**config.mk**
```make
export PLATFORM = sky130hd
export DESIGN_NAME = multi_seq
export DESIGN_NICKNAME = d
export VERILOG_FILES = /design/src/rtl/multi_pkg.sv /design/src/rtl/multi_addsh.sv /design/src/rtl/multi_seq.sv
export SDC_FILE = /design/constraint.sdc
export NUM_CORES = 1
export LEC_CHECK = 0
export CORE_ASPECT_RATIO = 1.1
export CORE_UTILIZATION = 51
export DETAILED_ROUTE_END_ITERATION = 7
export PLACE_DENSITY = 0.72
export SLEW_MARGIN = 10
export SYNTH_ARGS = -nofsm -noshare
export SYNTH_HDL_FRONTEND = slang
export SYNTH_SLANG_ARGS = --single-unit
```
**constraint.sdc**
```tcl
create_clock -name i_clk -period 2.4 [get_ports i_clk]
set_input_delay 0.36 -clock i_clk [delete_from_list [all_inputs] [get_ports i_clk]]
set_output_delay 0.36 -clock i_clk [all_outputs]
set_load 0.01 [all_outputs]
```
**src/rtl/multi_pkg.sv**
```systemverilog
// Shared types and helpers for the multi_seq shift-add multiplier.
package multi_pkg;

    typedef enum logic [1:0] {
        ST_IDLE = 2'd0,
        ST_RUN  = 2'd1,
        ST_DONE = 2'd2
    } state_e;

    // Ceiling log2, never below 1 so a counter always has at least one bit.
    function automatic int unsigned clog2(input int unsigned n);
        int unsigned r;
        r = 0;
        while ((64'd1 << r) < 64'(n)) r++;
        return (r == 0) ? 32'd1 : r;
    endfunction

endpackage

```
**src/rtl/multi_addsh.sv**
```systemverilog
// One combinational add-shift step of the shift-add multiplier.
module multi_addsh #(
    parameter int unsigned PW = 16
) (
    input  logic [PW-1:0] i_acc,
    input  logic [PW-1:0] i_b,
    input  logic          i_a0,
    output logic [PW-1:0] o_acc_next,
    output logic [PW-1:0] o_b_next
);

    assign o_acc_next = i_a0 ? (i_acc + i_b) : i_acc;
    assign o_b_next   = {i_b[PW-2:0], 1'b0};

endmodule

```
**src/rtl/multi_seq.sv**
```systemverilog
// Sequential WIDTH x WIDTH shift-add multiplier with start/busy/done handshake.
// Define MULTI_SIGNED_EN to add the i_sgn port for two's-complement operands.
module multi_seq
    import multi_pkg::*;
#(
    parameter int unsigned WIDTH = 8
) (
    input  logic               i_clk,
    input  logic               i_rst,
    input  logic               i_start,
    input  logic [WIDTH-1:0]   i_p1,
    input  logic [WIDTH-1:0]   i_p2,
`ifdef MULTI_SIGNED_EN
    input  logic               i_sgn,
`endif
    output logic               o_busy,
    output logic               o_done,
    output logic [2*WIDTH-1:0] o_result
);

    localparam int unsigned   PW       = 2 * WIDTH;
    localparam int unsigned   CW       = clog2(WIDTH);
    localparam logic [CW-1:0] CNT_LAST = CW'(WIDTH - 1);

    state_e          r_state, w_state_nxt;
    logic [WIDTH-1:0] r_a;
    logic [PW-1:0]    r_b, r_acc, r_result;
    logic [CW-1:0]    r_cnt;
    logic [PW-1:0]    w_acc_nxt, w_b_nxt, w_final;
    logic [WIDTH-1:0] w_a_ld, w_b_ld;
    logic             w_accept, w_last;

`ifdef MULTI_SIGNED_EN
    logic r_neg, w_neg_ld;

    // Operands are stored as magnitudes; -2^(WIDTH-1) still fits unsigned.
    always_comb begin
        w_a_ld   = (i_sgn && i_p1[WIDTH-1]) ? -i_p1 : i_p1;
        w_b_ld   = (i_sgn && i_p2[WIDTH-1]) ? -i_p2 : i_p2;
        w_neg_ld = i_sgn && (i_p1[WIDTH-1] ^ i_p2[WIDTH-1]);
    end

    assign w_final = r_neg ? -w_acc_nxt : w_acc_nxt;

    always_ff @(posedge i_clk or posedge i_rst) begin
        if (i_rst) begin
            r_neg <= 1'b0;
        end else if (w_accept) begin
            r_neg <= w_neg_ld;
        end
    end
`else
    assign w_a_ld  = i_p1;
    assign w_b_ld  = i_p2;
    assign w_final = w_acc_nxt;
`endif

    multi_addsh #(
        .PW(PW)
    ) u_addsh (
        .i_acc      (r_acc),
        .i_b        (r_b),
        .i_a0       (r_a[0]),
        .o_acc_next (w_acc_nxt),
        .o_b_next   (w_b_nxt)
    );

    assign w_accept = i_start && (r_state != ST_RUN);
    assign w_last   = (r_state == ST_RUN) && (r_cnt == CNT_LAST);

    always_comb begin
        w_state_nxt = r_state;
        o_busy      = 1'b0;
        o_done      = 1'b0;
        unique case (r_state)
            ST_IDLE: begin
                if (w_accept) w_state_nxt = ST_RUN;
            end
            ST_RUN: begin
                o_busy = 1'b1;
                if (w_last) w_state_nxt = ST_DONE;
            end
            ST_DONE: begin
                o_done      = 1'b1;
                w_state_nxt = w_accept ? ST_RUN : ST_IDLE;
            end
            default: w_state_nxt = ST_IDLE;
        endcase
    end

    always_ff @(posedge i_clk or posedge i_rst) begin
        if (i_rst) begin
            r_state  <= ST_IDLE;
            r_a      <= '0;
            r_b      <= '0;
            r_acc    <= '0;
            r_cnt    <= '0;
            r_result <= '0;
        end else begin
            r_state <= w_state_nxt;
            if (w_accept) begin
                r_a   <= w_a_ld;
                r_b   <= {{WIDTH{1'b0}}, w_b_ld};
                r_acc <= '0;
                r_cnt <= '0;
            end else if (r_state == ST_RUN) begin
                r_a   <= r_a >> 1;
                r_b   <= w_b_nxt;
                r_acc <= w_acc_nxt;
                r_cnt <= r_cnt + CW'(1);
                // The final step's add goes straight into the result register.
                if (w_last) r_result <= w_final;
            end
        end
    end

    assign o_result = r_result;

endmodule

```
==> impl_metrics.yaml <==
run_status:
  outcome: "complete, but fails checks"
  violations: "setup timing"
detailed_routing:
  drcViolationCount: 0
  drt_iter0_markers: 125
  via_per_inst: 5.57
  routedWlPerCell_um: 14.8
  vias: 2648
  drt-total-wl_um: 7050
  final_antenna_net_count: 0
  first_pass_iters: 4
timing:
  worst_slew_pin_slew_ps: 500
  setup_violations: 1
  drv_slew: 0
  fmax_ghz: 0.416
  slew_headroom: 0.667
  fin_crit_ps: 2400
  timing.final.crit_share: 1.00
  setup_slack_ps: -4.65
  rsz0062_at_grt: "true"
  tns_ps: -4.65
  hold_viol: 0
  fin_skew_ps: 7.96
clock_tree:
  clock_latency_ps: 330
  numCtsBuffers: 9
  cts_tree: "yes"
  path_clk_slew_ps: 70
  root_buffer: "clkbuf_8"
  ctsHoldBuffers: 0
  htreeDepth: 3
  clk_path_buf_depth: 2
  cts_sinks: 61
grt:
  grt_usage: 0.227
  grt_pass1_vias: 2644
  antenna_found_initial: 0
  grt_pass1_wl_um: 11900
  grt_max_degree: 62
  grt_overflow: 0
finish:
  fin_util: 0.671
  diodes: 0
  synthToLayoutAreaGrowth_pct: 27.3
  final_cells: 475
  drive_gt1_frac: 0.154
  nets: 427
floorplanning:
  initial_utilization: 0.527
  die_h_um: 85.9
  die_area_um2: 6730
  top_level_ports: 37
  die_x_um: 78.3
  core_area_um2: 6190
  rows: 30
synthesis:
  synth_top_area_share: 0.468
  synthTopCellsByCount: "dfrtp_1 (61), nand2_1 (59), o21ai_0 (46)"
  async_flop_share: 1.00
  netlist_area_um2: 3260
  yosysTopAreaCell: "dfrtp_1"
  synthDistinctLibCells: 44
  ys_seq_elements: 61
  synth_cells: 336
  synth_seq_area_share: 0.468
  syn_nets: 373
  synthFlopType: "dfrtp_1"
  synth_edf_count: 0
  synthTopCellsByArea: "dfrtp_1 (47%), mux2i_1 (8.3%), o21ai_0 (7.1%)"
  avgSynthCellArea_um2: 9.72
  ys_warn_count: 0
  yosysMostFrequentCell: "dfrtp_1"
power:
  leakage_nw: 1.96
  p_per_area_nw_per_um2: 1260
  switching_share: 0.390
  power.share.clock: 0.167
  pwr-share-seq: 0.341
  internal_power_mw: 3.20
  vdd_drop_max_uv: 667
  combPwrFrac: 0.492
  power.switching_mw: 2.04
worst_setup_path:
  crit_path_start_kind: "flop"
  cp.required_ps: 2650
  cpMaxStageDelayCell: "a2111o_1"
  crit_chain: "ha_1 > a21o_1 > a21o_1 > a2111o_1 > a31oi_4 > nor4b_2 > or3_1 > a31oi_1"
  crit_path_end_kind: "flop"
  critical-path-max-stage-delay_ps: 420
  worst-path-max-fanout: 3
  cpMostUsedCell: "a21o_1"
  cp.arrival_ps: 2650
  path_class: "flop to flop"
placement:
  place_congestion: 0.856
  dp_hpwl_um: 4810
  placedCellCount: 455
  port_buffers: 36
run:
  cap_violations: 0
min_path:
  hold_class: "input port to async pin"
[state kept, by name, indices dropped and copies added (netlist names)]
name      flops
o_result     16
r_a           8
r_acc        16
r_b          16
r_cnt         3
r_state       2
[cell usage in the layout (no fill, tap or decap), drive strengths merged, types with 3 or more instances in the layout]
cell type,instances
dfrtp,61
nand2,59
o21ai,48
clkdlybuf4s50,36
mux2i,27
buf,26
ha,17
a21oi,12
clkbuf,11
nor2,10
a21o,10
a22o,9
nand3,8
xnor2,7
inv,6
clkinv,5
a31oi,5
xor2,4
nor2b,3
and2,3
[cell type report]
| type | instances | area (um2) |
|---|---|---|
| Clock inverter | 5 | 50.0 |
| Inverter | 7 | 26.3 |
| Fill cell | 501 | 2040 |
| Sequential cell | 61 | 1530 |
| Multi-Input combinational cell | 249 | 1740 |
| Timing Repair Buffer | 62 | 568 |
| Clock buffer | 11 | 141 |
| Tap cell | 80 | 100 |
[power by group through the flow]
| stage | combinational (mW) | clock (mW) | sequential (mW) |
|---|---|---|---|
| floorplan | 1.57 | 0 | 1.74 |
| global placement | 2.32 | 0 | 1.76 |
| detailed placement | 2.38 | 0 | 1.78 |
| CTS | 2.43 | 0.899 | 1.77 |
| global route | 2.88 | 0.952 | 1.85 |
| finish | 2.58 | 0.878 | 1.79 |
[per-layer routing]
| layer | global-route usage | vias up | wire (um) |
|---|---|---|---|
| met4 | 0.0993 | 0 | 121 |
| li1 | - | 1305 | - |
| met3 | 0.0383 | 11 | 293 |
| met1 | 0.308 | 1269 | 3240 |
| met2 | 0.358 | 63 | 3400 |
| met5 | 0 | - | 0 |
[critical path: cells and delay by family (launching register included)]
family	cells	cell delay, ps
AO/OA/AOI/OAI	5	1160
adder cells (fa/ha/maj)	1	320
flip-flops	1	410
AND/OR/NAND/NOR	2	440
[per-stage QoR]
stage | worst slack (ps) | instance area, um2 | hold WS [ps] | power, mW
final | -4.65 | 4160 | 401 | 5.25
after global routing | -91.4 | 4160 | 424 | 5.68
after CTS | -16.3 | 4050 | 420 | 5.10
after detailed placement | -22.9 | 3820 | 464 | 4.17
after global placement | 31.9 | 3820 | 450 | 4.08
after floorplan | 82.2 | 3260 | 439 | 3.31
[final timing paths]
kind                       cells after the start                       end  slack (ps)             startpoint
setup / recovery                               8  o_result[15]$_DFFE_PP0P_          -5     r_b[8]$_DFFE_PP0P_
hold / removal                                 3      r_cnt[2]$_DFFE_PP0P_         400                  i_rst
setup reg to reg                               8  o_result[15]$_DFFE_PP0P_          -5     r_b[8]$_DFFE_PP0P_
hold reg to reg                                1     r_acc[15]$_DFFE_PP0P_         470  r_acc[15]$_DFFE_PP0P_
max in group asynchronous                      3      r_acc[6]$_DFFE_PP0P_        1710                  i_rst
min in group i_clk                             1     r_acc[15]$_DFFE_PP0P_         470  r_acc[15]$_DFFE_PP0P_
[kinds of logic after synthesis]
family                     share of synthesized area
DFF                                            0.468
and+or+nand+nor                                0.129
AOI/OAI and AO/OA                              0.184
adders and majority gates                     0.0713
xor gates and xnor gates                      0.0295
muxes                                         0.0862
buffers and inverters                         0.0322
[repair_timing]
item,CTS,global route
gates resized for setup,4,12
pin swaps,1,8
setup buffers,1,3
setup endpoints to repair,4,11
(Power assumes the default switching activity.)
